===== config.mk =====
export PLATFORM = sky130hd
export DESIGN_NAME = multicycle_control
export DESIGN_NICKNAME = d
export VERILOG_FILES = /design/src/rtl/cpu_types_pkg.sv /design/src/rtl/control_decoder.sv /design/src/rtl/multicycle_control.sv
export SDC_FILE = /design/constraint.sdc
export NUM_CORES = 1
export LEC_CHECK = 0
export CAP_MARGIN = 20
export CORE_MARGIN = 3
export CORE_UTILIZATION = 45
export DETAILED_ROUTE_END_ITERATION = 16
export HOLD_SLACK_MARGIN = 0.05
export PLACE_DENSITY = 0.8
export SLEW_MARGIN = 20
export SYNTH_ARGS = -nofsm -noshare
export SYNTH_HDL_FRONTEND = slang
export SYNTH_SLANG_ARGS = --single-unit

===== constraint.sdc =====
create_clock -name clk -period 2.8 [get_ports clk]
set_input_delay 0.56 -clock clk [delete_from_list [all_inputs] [get_ports clk]]
set_output_delay 0.56 -clock clk [all_outputs]
set_load 0.01 [all_outputs]

===== src/rtl/cpu_types_pkg.sv =====
// Shared types for the multicycle MIPS control path: FSM states, ALU ops,
// select encodings, instruction classes and opcode/funct constants.
package cpu_types_pkg;

    typedef enum logic [2:0] {
        S_FETCH, S_DECODE, S_EXEC, S_MEM, S_WB, S_HALT
    } ctrl_state_t;

    typedef enum logic [3:0] {
        ALU_SLL, ALU_SRL, ALU_ADD, ALU_SUB, ALU_AND,
        ALU_OR, ALU_XOR, ALU_NOR, ALU_SLT, ALU_SLTU
    } aluop_t;

    typedef enum logic [1:0] {SRCB_RT = 2'd0, SRCB_SIMM = 2'd1, SRCB_ZIMM = 2'd2} srcb_sel_t;
    typedef enum logic [1:0] {REGDST_RD = 2'd0, REGDST_RT = 2'd1, REGDST_R31 = 2'd2} regdst_sel_t;
    typedef enum logic [1:0] {WB_ALU = 2'd0, WB_MEM = 2'd1, WB_LUI = 2'd2, WB_PC4 = 2'd3} wb_sel_t;
    typedef enum logic [1:0] {PC_PLUS4 = 2'd0, PC_BRANCH = 2'd1, PC_JUMP = 2'd2, PC_RS = 2'd3} pc_sel_t;

    typedef enum logic [3:0] {
        CLS_ALU, CLS_LW, CLS_SW, CLS_BEQ, CLS_BNE,
        CLS_J, CLS_JAL, CLS_JR, CLS_HALT, CLS_ILLEGAL
    } instr_class_t;

    localparam logic [5:0] OP_RTYPE = 6'h00;
    localparam logic [5:0] OP_J     = 6'h02;
    localparam logic [5:0] OP_JAL   = 6'h03;
    localparam logic [5:0] OP_BEQ   = 6'h04;
    localparam logic [5:0] OP_BNE   = 6'h05;
    localparam logic [5:0] OP_ADDI  = 6'h08;
    localparam logic [5:0] OP_ADDIU = 6'h09;
    localparam logic [5:0] OP_SLTI  = 6'h0A;
    localparam logic [5:0] OP_SLTIU = 6'h0B;
    localparam logic [5:0] OP_ANDI  = 6'h0C;
    localparam logic [5:0] OP_ORI   = 6'h0D;
    localparam logic [5:0] OP_XORI  = 6'h0E;
    localparam logic [5:0] OP_LUI   = 6'h0F;
    localparam logic [5:0] OP_LW    = 6'h23;
    localparam logic [5:0] OP_SW    = 6'h2B;
    localparam logic [5:0] OP_HALT  = 6'h3F;

    localparam logic [5:0] FN_SLL  = 6'h00;
    localparam logic [5:0] FN_SRL  = 6'h02;
    localparam logic [5:0] FN_JR   = 6'h08;
    localparam logic [5:0] FN_ADD  = 6'h20;
    localparam logic [5:0] FN_ADDU = 6'h21;
    localparam logic [5:0] FN_SUB  = 6'h22;
    localparam logic [5:0] FN_SUBU = 6'h23;
    localparam logic [5:0] FN_AND  = 6'h24;
    localparam logic [5:0] FN_OR   = 6'h25;
    localparam logic [5:0] FN_XOR  = 6'h26;
    localparam logic [5:0] FN_NOR  = 6'h27;
    localparam logic [5:0] FN_SLT  = 6'h2A;
    localparam logic [5:0] FN_SLTU = 6'h2B;

endpackage


===== src/rtl/control_decoder.sv =====
// Combinational decode of the latched instruction into ALU op, operand and
// writeback selects, an instruction class and an overflow-check flag.
module control_decoder
    import cpu_types_pkg::*;
(
    input  logic [31:0]  ir,
    output aluop_t       aluop,
    output logic         alu_srca_sel,
    output logic [1:0]   alu_srcb_sel,
    output logic [1:0]   regdst_sel,
    output logic [1:0]   wb_sel,
    output instr_class_t iclass,
    output logic         ovf_chk
);

    logic [5:0] opcode;
    logic [5:0] funct;
    logic       unused_ir;

    assign opcode    = ir[31:26];
    assign funct     = ir[5:0];
    assign unused_ir = ^ir[25:6];

    always_comb begin
        aluop        = ALU_ADD;
        alu_srca_sel = 1'b0;
        alu_srcb_sel = SRCB_RT;
        regdst_sel   = REGDST_RT;
        wb_sel       = WB_ALU;
        iclass       = CLS_ALU;
        ovf_chk      = 1'b0;
        case (opcode)
            OP_RTYPE: begin
                regdst_sel = REGDST_RD;
                case (funct)
                    FN_SLL:  begin aluop = ALU_SLL; alu_srca_sel = 1'b1; end
                    FN_SRL:  begin aluop = ALU_SRL; alu_srca_sel = 1'b1; end
                    FN_JR:   iclass = CLS_JR;
                    FN_ADD:  begin aluop = ALU_ADD; ovf_chk = 1'b1; end
                    FN_ADDU: aluop = ALU_ADD;
                    FN_SUB:  begin aluop = ALU_SUB; ovf_chk = 1'b1; end
                    FN_SUBU: aluop = ALU_SUB;
                    FN_AND:  aluop = ALU_AND;
                    FN_OR:   aluop = ALU_OR;
                    FN_XOR:  aluop = ALU_XOR;
                    FN_NOR:  aluop = ALU_NOR;
                    FN_SLT:  aluop = ALU_SLT;
                    FN_SLTU: aluop = ALU_SLTU;
                    default: iclass = CLS_ILLEGAL;
                endcase
            end
            OP_ADDI:  begin aluop = ALU_ADD;  alu_srcb_sel = SRCB_SIMM; ovf_chk = 1'b1; end
            OP_ADDIU: begin aluop = ALU_ADD;  alu_srcb_sel = SRCB_SIMM; end
            OP_SLTI:  begin aluop = ALU_SLT;  alu_srcb_sel = SRCB_SIMM; end
            OP_SLTIU: begin aluop = ALU_SLTU; alu_srcb_sel = SRCB_SIMM; end
            OP_ANDI:  begin aluop = ALU_AND;  alu_srcb_sel = SRCB_ZIMM; end
            OP_ORI:   begin aluop = ALU_OR;   alu_srcb_sel = SRCB_ZIMM; end
            OP_XORI:  begin aluop = ALU_XOR;  alu_srcb_sel = SRCB_ZIMM; end
            OP_LUI:   begin alu_srcb_sel = SRCB_ZIMM; wb_sel = WB_LUI; end
            OP_LW: begin
                aluop = ALU_ADD; alu_srcb_sel = SRCB_SIMM; wb_sel = WB_MEM; iclass = CLS_LW;
            end
            OP_SW:    begin aluop = ALU_ADD; alu_srcb_sel = SRCB_SIMM; iclass = CLS_SW; end
            OP_BEQ:   begin aluop = ALU_SUB; iclass = CLS_BEQ; end
            OP_BNE:   begin aluop = ALU_SUB; iclass = CLS_BNE; end
            OP_J:     iclass = CLS_J;
            OP_JAL:   begin regdst_sel = REGDST_R31; wb_sel = WB_PC4; iclass = CLS_JAL; end
            OP_HALT:  iclass = CLS_HALT;
            default:  iclass = CLS_ILLEGAL;
        endcase
    end

endmodule


===== src/rtl/multicycle_control.sv =====
// FETCH/DECODE/EXEC/MEM/WB sequencer for the multicycle MIPS core with a
// FETCH/MEM watchdog. Define OVF_TRAP_EN to halt on signed add/sub/addi overflow.
module multicycle_control
    import cpu_types_pkg::*;
#(
    parameter int TIMEOUT_CYCLES = 1024
) (
    input  logic        clk,
    input  logic        rst,
    input  logic [31:0] iload,
    input  logic        ihit,
    input  logic        dhit,
    input  logic        zero,
    input  logic        negative,
    input  logic        overflow,
    output logic        iREN,
    output logic        dREN,
    output logic        dWEN,
    output logic [31:0] ir,
    output aluop_t      aluop,
    output logic        alu_srca_sel,
    output logic [1:0]  alu_srcb_sel,
    output logic        regwen,
    output logic [1:0]  regdst_sel,
    output logic [1:0]  wb_sel,
    output logic        pc_en,
    output logic [1:0]  pc_sel,
    output logic        halt,
    output logic        fault,
    output logic        exc
);

    localparam int CNT_W = $clog2(TIMEOUT_CYCLES + 1);

    ctrl_state_t  state_q, state_d;
    logic [31:0]  ir_q, ir_d;
    logic [CNT_W-1:0] cnt_q, cnt_d;
    logic         halt_q, halt_d, fault_q, fault_d, exc_q, exc_d;
    logic         iren_c, dren_c, dwen_c, regwen_c, pc_en_c;
    logic [1:0]   pc_sel_c;
    instr_class_t iclass;
    logic         ovf_chk, trap, timeout;
    logic         unused_flags;

    control_decoder u_decoder (
        .ir           (ir_q),
        .aluop        (aluop),
        .alu_srca_sel (alu_srca_sel),
        .alu_srcb_sel (alu_srcb_sel),
        .regdst_sel   (regdst_sel),
        .wb_sel       (wb_sel),
        .iclass       (iclass),
        .ovf_chk      (ovf_chk)
    );

`ifdef OVF_TRAP_EN
    assign trap = ovf_chk & overflow;
`else
    logic unused_ovf;
    assign trap       = 1'b0;
    assign unused_ovf = ^{overflow, ovf_chk};
`endif

    assign unused_flags = negative;
    // Expiry is the TIMEOUT_CYCLES-th consecutive miss; a hit that same cycle wins.
    assign timeout = (cnt_q == CNT_W'(TIMEOUT_CYCLES - 1));

    always_comb begin
        state_d  = state_q;
        ir_d     = ir_q;
        cnt_d    = '0;
        fault_d  = fault_q;
        exc_d    = exc_q;
        iren_c   = 1'b0;
        dren_c   = 1'b0;
        dwen_c   = 1'b0;
        regwen_c = 1'b0;
        pc_en_c  = 1'b0;
        pc_sel_c = PC_PLUS4;
        case (state_q)
            S_FETCH: begin
                iren_c = 1'b1;
                if (ihit) begin
                    ir_d    = iload;
                    state_d = S_DECODE;
                end else if (timeout) begin
                    state_d = S_HALT;
                    fault_d = 1'b1;
                end else begin
                    cnt_d = cnt_q + CNT_W'(1);
                end
            end
            S_DECODE: begin
                case (iclass)
                    CLS_HALT:    state_d = S_HALT;
                    CLS_ILLEGAL: begin state_d = S_HALT; fault_d = 1'b1; end
                    default:     state_d = S_EXEC;
                endcase
            end
            S_EXEC: begin
                if (trap) begin
                    state_d = S_HALT;
                    exc_d   = 1'b1;
                end else begin
                    case (iclass)
                        CLS_BEQ: begin
                            pc_en_c  = 1'b1;
                            pc_sel_c = zero ? PC_BRANCH : PC_PLUS4;
                            state_d  = S_FETCH;
                        end
                        CLS_BNE: begin
                            pc_en_c  = 1'b1;
                            pc_sel_c = zero ? PC_PLUS4 : PC_BRANCH;
                            state_d  = S_FETCH;
                        end
                        CLS_J: begin
                            pc_en_c  = 1'b1;
                            pc_sel_c = PC_JUMP;
                            state_d  = S_FETCH;
                        end
                        CLS_LW, CLS_SW: state_d = S_MEM;
                        default:        state_d = S_WB;
                    endcase
                end
            end
            S_MEM: begin
                dren_c = (iclass == CLS_LW);
                dwen_c = (iclass == CLS_SW);
                if (dhit) begin
                    pc_en_c = (iclass == CLS_SW);
                    state_d = (iclass == CLS_SW) ? S_FETCH : S_WB;
                end else if (timeout) begin
                    state_d = S_HALT;
                    fault_d = 1'b1;
                end else begin
                    cnt_d = cnt_q + CNT_W'(1);
                end
            end
            S_WB: begin
                regwen_c = (iclass != CLS_JR);
                pc_en_c  = 1'b1;
                if (iclass == CLS_JAL)     pc_sel_c = PC_JUMP;
                else if (iclass == CLS_JR) pc_sel_c = PC_RS;
                state_d  = S_FETCH;
            end
            S_HALT:  state_d = S_HALT;
            default: state_d = S_HALT;
        endcase
        halt_d = halt_q | (state_d == S_HALT);
    end

    always_ff @(posedge clk or posedge rst) begin
        if (rst) begin
            state_q <= S_FETCH;
            ir_q    <= '0;
            cnt_q   <= '0;
            halt_q  <= 1'b0;
            fault_q <= 1'b0;
            exc_q   <= 1'b0;
        end else begin
            state_q <= state_d;
            ir_q    <= ir_d;
            cnt_q   <= cnt_d;
            halt_q  <= halt_d;
            fault_q <= fault_d;
            exc_q   <= exc_d;
        end
    end

    // Reset masks every enable immediately so an aborted instruction leaves no side effect.
    assign iREN   = iren_c   & ~rst;
    assign dREN   = dren_c   & ~rst;
    assign dWEN   = dwen_c   & ~rst;
    assign regwen = regwen_c & ~rst;
    assign pc_en  = pc_en_c  & ~rst;
    assign pc_sel = pc_sel_c;
    assign ir     = ir_q;
    assign halt   = halt_q;
    assign fault  = fault_q;
    assign exc    = exc_q;

endmodule


==> results of run 1 <==
through the flow:
step                utilization, %  setup TNS, ps  worst slack [ps]  std cells  area, um2
floorplan                        -              0               498        260       2570
global placement              67.5           -132              -132        419       3580
detailed placement            67.5           -135              -135        419       3580
CTS                           69.1              0              7.25        426       3670
global route                  69.6              0             0.909        426       3690
finish                        69.6              0               117        426       3690
cells by family (layout without fill, tap and decap cells):
kind of cell	count (synthesis)	count (layout)	share of synthesized area, %
xor gates and xnor gates	10	10	3.41
AOI/OAI and AO/OA	46	46	12.2
and+or+nand+nor	100	100	20.1
DFF	48	48	46.7
other	1	1	0.146
adders and majority gates	1	1	0.487
muxes	29	29	12.7
buffers and inverters	25	121	4.33
final timing paths:
path / endpoint / startpoint / cells past startpoint
min reg2reg: cnt_q[0]$_DFF_PP0_ / cnt_q[0]$_DFF_PP0_ / 1
max: wb_sel[1] / ir[30]$_DFFE_PP0P_ / 4
min: cnt_q[0]$_DFF_PP0_ / cnt_q[0]$_DFF_PP0_ / 1
min in group asynchronous: state_q[1]$_DFF_PP0_ / rst / 3
max in group asynchronous: ir[2]$_DFFE_PP0P_ / rst / 3
max reg2reg: state_q[2]$_DFF_PP0_ / ir[30]$_DFFE_PP0P_ / 6
cell usage in the layout (no fill, tap or decap), types with 3 or more instances in the layout:
cell type                         synthesis  routed
sky130_fd_sc_hd__nand3_1                  4       4
sky130_fd_sc_hd__xnor2_1                  7       7
sky130_fd_sc_hd__clkbuf_8                 0       5
sky130_fd_sc_hd__xor2_1                   3       3
sky130_fd_sc_hd__clkdlybuf4s50_1          0      85
sky130_fd_sc_hd__inv_1                   12      11
sky130_fd_sc_hd__nand3b_1                 4       4
sky130_fd_sc_hd__nand2_1                 24      24
sky130_fd_sc_hd__dfrtp_1                 48      47
sky130_fd_sc_hd__mux2_2                  28      28
sky130_fd_sc_hd__nor2_1                  29      29
sky130_fd_sc_hd__buf_4                    1      14
sky130_fd_sc_hd__or2_2                    3       3
sky130_fd_sc_hd__o21ai_0                 12      12
sky130_fd_sc_hd__or3_1                    3       3
sky130_fd_sc_hd__nand4_1                  4       4
sky130_fd_sc_hd__a21oi_1                 10       9
sky130_fd_sc_hd__nor3_1                   9       8
sky130_fd_sc_hd__a211oi_1                 4       3
routing by layer:
metal | share of wire (%) | wire, um | global-route usage [%]
met5 | 0 | 0 | 0
met3 | 7.7 | 513 | 6.58
met1 | 44 | 2920 | 27.3
met4 | 0.98 | 65 | 5.65
met2 | 47 | 3130 | 32.2
power groups by stage:
stage               sequential (mW)  combinational [mW]  clock (mW)
global placement              0.750               0.242           0
global route                  0.743               0.270       0.428
detailed placement            0.751               0.246           0
floorplan                     0.762              0.0905           0
finish                        0.739               0.250       0.395
CTS                           0.738               0.249       0.407
layout make-up:
| type | count | area (um2) | share of cell area, % |
|---|---|---|---|
| Clock buffer | 5 | 68.8 | 1.86 |
| Tap cell | 70 | 87.6 | 2.37 |
| Clock inverter | 2 | 12.5 | 0.339 |
| Timing Repair Buffer | 102 | 982 | 26.6 |
| Sequential cell | 48 | 1200 | 32.6 |
| Inverter | 12 | 45.0 | 1.22 |
| Multi-Input combinational cell | 187 | 1290 | 35.0 |
flip-flops by register name, summed over array words and instances, names as in the netlist:
name     count
cnt_q       11
fault        1
halt         1
ir          32
state_q      3
worst max-delay path, cell delays in order (launching register included):
cell and delay, ps:
sky130_fd_sc_hd__dfrtp_1 450, sky130_fd_sc_hd__buf_4 190, sky130_fd_sc_hd__or2_2 370, sky130_fd_sc_hd__a211oi_2 220
sky130_fd_sc_hd__clkdlybuf4s50_1 590
repair_timing:
action,CTS,global route
setup endpoints to repair,2,7
pin swaps,0,0
resized for setup,4,9
==> flow_summary_export.csv, run 1 <==
group,metric,value,unit
power,pwr-share-comb,18.0,%
routing,post-route-drc-count,0,
yosys,post_synth_instance_area,2570,um2
finish,diodes,0,
worst_setup_path,critical_path_class,"reg -> out",
power,static-leakage-power,1.50,nW
yosys,synthArstFlopShare,100,%
global_route,grt_antenna_before_repair,0,
power,total_power,1.38,mW
worst_setup_path,startpoint_type,"flip-flop",
global_route,grt_pass1_wl,10600,um
yosys,synth_top_flop_cell,"sky130_fd_sc_hd__dfrtp_1",
clocking,tritoncts,"yes",
clocking,clockRootBuffer,"sky130_fd_sc_hd__clkbuf_8",
finish,fillCellCount,410,
job,maxCapViolations,0,
clocking,cts_hold_buf,0,
worst_setup_path,timing.critical_path.to_type,"output port",
global_route,grt_remaining_overflow,0,
routing,drtIter0Drc,216,
clocking,clock_latency,300,ps
timing,final.period_utilization,95.8,%
timing,timing.slew.headroom,60.0,%
timing,worst_pin_slew,600,ps
yosys,synth.top_cell.area_share,46.7,%
yosys,synthDominantAreaCellType,"sky130_fd_sc_hd__dfrtp_1",
yosys,yosysWarnings,0,
floorplan,chipWidth,81.6,um
timing,setup_viol,0,
global_route,grt_start_max_net_pins,49,
timing,timing.final.hold_violations,0,
global_route,first_global_vias,2248,
routing,route.vias.total,2314,
routing,first_pass_iters,4,
timing,fmax,0.373,GHz
clocking,cts_max_path_buffers,2,
power,sequentialPowerShare,53.4,%
timing,finalMaxSlewViolations,0,
timing,final_period_minus_worst_setup_slack,2680,ps
floorplan,placementRows,26,
yosys,postSynthNetCount,300,
routing,viasPerCell,5.43,
yosys,synth_edf_count,0,
yosys,synth_cell_type_count,52,
power,p_per_area,375,nW/um2
routing,ant_nets,0,
floorplan,i_o_pin_total,92,
timing,rsz0062_at_grt,"no",
worst_setup_path,arrival,2120,ps
power,fraction_of_power_consumed_by_the_clock_network,28.6,%
floorplan,dieHeight,81.6,um
finish,syn_to_final_growth,43.6,%
placed_design,port_buffers,88,
worst_setup_path,cp_max_fo,8,
power,switchingPower,355,uW
run_status,status,"complete, no violations",
floorplan,die_area,6650,um2
routing,detail_route.wl_per_cell,15.6,um
yosys,synthMostInstantiatedCell,"sky130_fd_sc_hd__dfrtp_1",
yosys,netlist_top_cells_count,"sky130_fd_sc_hd__dfrtp_1, sky130_fd_sc_hd__nor2_1, sky130_fd_sc_hd__mux2_2, sky130_fd_sc_hd__nand2_1",
clocking,clkTransAtPathRegs,90,ps
yosys,ys_ff_latch,48,
min_path,hold_crit_path_type,"reg -> reg",
finish,fin_nets,396,
floorplan,initial_core_util,48.5,%
clocking,tritoncts_buffer_count,5,
timing,clock_skew,9.86,ps
power,power.ir.vdd_worst,312,uV
yosys,synth.yosys.seq_area_share,46.7,%
clocking,cts.htree.levels,2,
yosys,mapped_avg_cell_area,9.88,um2
clocking,cts_post_setup_buffers_inserted,0,
yosys,synth.area.top_cells,"sky130_fd_sc_hd__dfrtp_1, sky130_fd_sc_hd__mux2_2, sky130_fd_sc_hd__nor2_1",
finish,drive_above_1_share,18.8,%
floorplan,coreArea,5300,um2
worst_setup_path,timing.critical_path.required,2240,ps
clocking,cts_sinks,48,
placed_design,gp_congestion,0.871,
timing,worst_hold_margin,471,ps
global_route,groute.usage.overall,20.5,%
power,swShare,25.7,%
power,internal_power_component,1.03,mW
worst_setup_path,r2r_setup_slk,700,ps
placed_design,hpwl,4990,um
routing,postRouteWirelength,6630,um
yosys,syn_inst,260,
Note: power is estimated with default switching activity, not from simulation.
==> inputs of run 2 (changes only) <==
--- a/config.mk
+++ b/config.mk
@@ -5,9 +5,10 @@
 export SDC_FILE = /design/constraint.sdc
 export NUM_CORES = 1
 export LEC_CHECK = 0
-export CAP_MARGIN = 20
+export CAP_MARGIN = 15
 export CORE_MARGIN = 3
 export CORE_UTILIZATION = 45
+export CTS_CLUSTER_DIAMETER = 30
 export DETAILED_ROUTE_END_ITERATION = 16
 export HOLD_SLACK_MARGIN = 0.05
 export PLACE_DENSITY = 0.8
==> results of run 2 <==
The final DEF is identical to that of run 1; final timing and power are the same.
